<file path="src/rtl/rps_arbiter.sv">
// rps_arbiter: DMA channel arbiter with rotating or fixed priority.
// Ports: clk, rst (sync, active-high), en, rot_mode, req/mask [NCH],
//   done -> grant [NCH] one-hot, grant_id, busy, hi_ptr (priority head).
module rps_arbiter #(
   parameter int NCH = 4,
   parameter int IDW = $clog2(NCH)
) (
   input  logic           clk,
   input  logic           rst,
   input  logic           en,
   input  logic           rot_mode,
   input  logic [NCH-1:0] req,
   input  logic [NCH-1:0] mask,
   input  logic           done,
   output logic [NCH-1:0] grant,
   output logic [IDW-1:0] grant_id,
   output logic           busy,
   output logic [IDW-1:0] hi_ptr
);

   typedef enum logic {
      S_IDLE = 1'b0,
      S_OWN  = 1'b1
   } state_t;

   state_t         r_state;
   state_t         w_state_nxt;
   logic [NCH-1:0] r_grant;
   logic [NCH-1:0] w_grant_nxt;
   logic [IDW-1:0] r_gid;
   logic [IDW-1:0] w_gid_nxt;
   logic [IDW-1:0] r_hi;
   logic [IDW-1:0] w_hi_nxt;

   logic [NCH-1:0] w_elig;
   logic [IDW-1:0] w_start;
   logic [IDW-1:0] w_rot;
   logic [IDW-1:0] w_win_id;
   logic           w_win_vld;
   logic [IDW:0]   w_sum;

   assign w_elig  = req & ~mask;
   assign w_start = rot_mode ? r_hi : '0;
   assign w_rot   = (r_gid == IDW'(NCH - 1)) ? '0 : r_gid + 1'b1;

   // Circular scan from w_start; index wraps explicitly so NCH
   // need not be a power of two.
   always_comb begin
      w_win_vld = 1'b0;
      w_win_id  = '0;
      w_sum     = '0;
      for (int i = 0; i < NCH; i++) begin
         w_sum = {1'b0, w_start} + (IDW + 1)'(i);
         if (w_sum >= (IDW + 1)'(NCH))
            w_sum = w_sum - (IDW + 1)'(NCH);
         if (!w_win_vld && w_elig[w_sum[IDW-1:0]]) begin
            w_win_vld = 1'b1;
            w_win_id  = w_sum[IDW-1:0];
         end
      end
   end

   // State register
   always_ff @(posedge clk) begin
      if (rst) begin
         r_state <= S_IDLE;
         r_grant <= '0;
         r_gid   <= '0;
         r_hi    <= '0;
      end else begin
         r_state <= w_state_nxt;
         r_grant <= w_grant_nxt;
         r_gid   <= w_gid_nxt;
         r_hi    <= w_hi_nxt;
      end
   end

   // Next-state logic; a disable aborts without rotating the pointer
   always_comb begin
      w_state_nxt = r_state;
      w_grant_nxt = r_grant;
      w_gid_nxt   = r_gid;
      w_hi_nxt    = r_hi;
      if (!en) begin
         w_state_nxt = S_IDLE;
         w_grant_nxt = '0;
         w_gid_nxt   = '0;
      end else begin
         unique case (r_state)
            S_IDLE: begin
               if (w_win_vld) begin
                  w_state_nxt           = S_OWN;
                  w_grant_nxt           = '0;
                  w_grant_nxt[w_win_id] = 1'b1;
                  w_gid_nxt             = w_win_id;
               end
            end
            S_OWN: begin
               if (done) begin
                  w_state_nxt = S_IDLE;
                  w_grant_nxt = '0;
                  w_gid_nxt   = '0;
                  if (rot_mode)
                     w_hi_nxt = w_rot;
               end
            end
            default: begin
               w_state_nxt = S_IDLE;
               w_grant_nxt = '0;
               w_gid_nxt   = '0;
            end
         endcase
      end
   end

   // Outputs
   always_comb begin
      grant    = r_grant;
      grant_id = r_gid;
      busy     = (r_state == S_OWN);
      hi_ptr   = r_hi;
   end

endmodule

</file>
<file path="config.mk">
export PLATFORM = sky130hd
export DESIGN_NAME = rps_arbiter
export DESIGN_NICKNAME = d
export VERILOG_FILES = /design/src/rtl/rps_arbiter.sv
export SDC_FILE = /design/constraint.sdc
export NUM_CORES = 1
export LEC_CHECK = 0
export BUFFER_PORTS_ARGS = -buffer_cell sky130_fd_sc_hd__buf_2
export CAP_MARGIN = 20
export CORE_ASPECT_RATIO = 1.2
export CORE_MARGIN = 3
export CORE_UTILIZATION = 25
export DETAILED_ROUTE_END_ITERATION = 8
export PLACE_DENSITY = 0.51
export SLEW_MARGIN = 5
export SYNTH_ARGS = -nofsm -noshare
export SYNTH_HDL_FRONTEND = slang
export SYNTH_SLANG_ARGS = --single-unit
</file>
<file path="constraint.sdc">
create_clock -name clk -period 2.17 [get_ports clk]
set_clock_uncertainty 0.2 [all_clocks]
set_input_delay 0.434 -clock clk [delete_from_list [all_inputs] [get_ports clk]]
set_output_delay 0.434 -clock clk [all_outputs]
set_load 0.005 [all_outputs]
</file>
==> impl_metrics.ini <==
[clock_network]
insertion_delay_ns = 0.25
clk_path_buf_depth = 2
h-tree-depth = 1
tritoncts = done
numCtsBuffers = 3
cts_num_sinks = 9
cts-hold-fix-buffers = 0
ctsResizeCount = 0
cts_setup_buffers = 0
clkTransAtPathRegs_ns = 0.06
clockRootBuffer = clkbuf_4

[sta]
final_hold_viol_count = 0
setup_slack_ns = 0.5971
fmax_ghz = 0.6358
fin_tns_setup_ns = 0
maxSlewHeadroom_pct = 77.80
holdWs_ns = 0.1663
rsz0062_at_grt = false
layout_min_cycle_time_ns = 1.573
slew_violations = 0
worstMarginPinSlew_ns = 0.3315
period_share_pct = 72.48
setup_violations = 0

[logic_synthesis]
synth_fp_nets = 70
synth_top_area_share_pct = 33.10
syn_inst = 56
synth_warnings = 0
synthFlopType = dfxtp_1
yosysTopAreaCell = dfxtp_1
synth_mux_area_share_pct = 3.678
synth.distinct_cells = 28
synth_adder_area_share_pct = 2.299
synth_compound_area_share_pct = 23.45
syn_area_sq_um = 544.3
synth_edf_count = 0
synthTopCellsByArea = dfxtp_1 33%, nand2b_4 5.1%, o2bb2ai_1 4.8%, nand2b_1 4.6%, nor3b_2 4.6%
yosysSeqAreaShare_pct = 33.10
synth_top_family_by_area = simple AND/OR/NAND/NOR gates
synth_xor_area_share_pct = 0
yosys.area_share.simple_pct = 36.09
async_flop_share_pct = 0
ys_ff_latch = 9
syn_area_per_cell_sq_um = 9.719

[placement]
dp_hpwl_microns = 974.5
io_buffers = 21
place_inst = 105
gp_congestion = 0.8292
dp_slack_ns = 0.3732

[global_routing]
grt_usage_pct = 9.156
grt_overflow = 0
grt_pass1_wl_microns = 2028
grt_pass1_vias = 501
grt_max_degree = 8
antenna_found_initial = 0

[layout]
nets = 96
drive_gt1_share_pct = 43.21
layout.cells.non_filler = 109
mostFrequentLayoutCell = buf_2
area_growth_pct = 30.57
fin_util_pct = 36.32
antenna_cells = 0
final_cell_mix = 21 x buf_2, 9 x dfxtp_1, 4 x nand2b_1, 4 x a21oi_1, 4 x nor2_1

[die]
io-pin-count = 22
floorplan.initialDensity_pct = 27.81
row_count = 17
core_sq_um = 1957
die_y_microns = 57.11
die-area_sq_um = 2775
die_w_microns = 48.60

[setup_path]
worstSetupPathType = register to register
worstPathMaxFanout = 6
reg2reg_to = grant[2]
worst_setup_path_start_kind = register
endpoint = grant[2]
cp.required_ns = 2.12
r2r_cells = 5
crit_arrival_ns = 1.52
r2r-start = hi_ptr[1]
end_kind = register
reg2reg_slack_ns = 0.60
crit_start = hi_ptr[1]

[drt]
routed_via_density = 4.688
ant_nets = 0
drcViolationCount = 0
dr.pass1.iters = 4
routedWlPerCell_microns = 10.96
first_iter_violations = 9
routed_wl_microns = 1195
vias = 511

[hold_path]
hp-class = input port to register

[run]
drv_cap = 0

[power]
leakagePower_uw = 0.0003221
vdd.ir_drop.worst_v = 0.0002732
powerDensity_nw_per_um2 = 520.6

[outcome]
outcome = completed
==> critical path, stage by stage, from the launching register on <==
cell and delay (ns):
dfxtp_1 0.43, nor2b_1 0.09, and3_4 0.19, o31ai_4 0.26
inv_1 0.07, a32o_1 0.22
==> synthesized netlist by cell type (3+ instances only) <==
master and number:
nand2b_1 4, a21oi_1 4, dfxtp_1 9, nor2_1 4
o2bb2ai_1 3, nand4_1 3
==> cell families after synthesis <==
family                     after synthesis
muxes                                    2
buffers and inverters                    2
and+or+nand+nor                         26
AOI/OAI and AO/OA                       16
adders and majority gates                1
DFF                                      9
==> worst min-delay path by stage <==
stage	start	endpoint	slack, ns	depth (start not counted)
after global placement	grant[3]	grant[3]	0.24	1
final	rst	hi_ptr[1]	0.17	2
after global routing	rst	hi_ptr[1]	0.16	2
after floorplan	grant[1]	grant[1]	0.26	1
after CTS	rst	hi_ptr[1]	0.16	2
after detailed placement	grant[3]	grant[3]	0.24	1
==> power breakdown <==
| group | leakage [uW] | internal, uW | switching (uW) | total [uW] |
|---|---|---|---|---|
| clock | 0.0000150 | 70.7 | 56.1 | 127 |
| sequential | 0.0000730 | 170 | 5.39 | 176 |
| combinational | 0.000234 | 34.7 | 32.8 | 67.5 |
| total | 0.000322 | 276 | 94.3 | 370 |
==> per-layer routing <==
metal / wire length (microns) / GRT usage [%] / vias to the layer above
met2: 542 / 14.76 / 17
met1: 550 / 10.90 / 233
li1: - / - / 259
met3: 93 / 2.872 / 2
met4: 9 / 4.878 / 0
met5: 0 / 0 / -
==> layout make-up <==
class / count / area [sq um]
repair buffers: 21 / 105.1
fillers: 228 / 1246
clock buffers: 4 / 26.28
multi-input cells: 45 / 356.6
flip-flops and latches: 9 / 180.2
well taps: 28 / 35.03
inverters: 2 / 7.507
==> state kept, by name (all words and copies together) (netlist names) <==
| name | count |
|---|---|
| grant | 4 |
| grant_id | 2 |
| hi_ptr | 2 |
| busy | 1 |
==> per-stage QoR <==
| step | area (sq um) | power (uW) |
|---|---|---|
| after floorplan | 544.3 | 220.7 |
| after global placement | 684.4 | 247.6 |
| after detailed placement | 684.4 | 247.6 |
| after CTS | 710.7 | 378.3 |
| after global routing | 710.7 | 395.7 |
| final | 710.7 | 370.0 |
(Power assumes the default switching activity.)
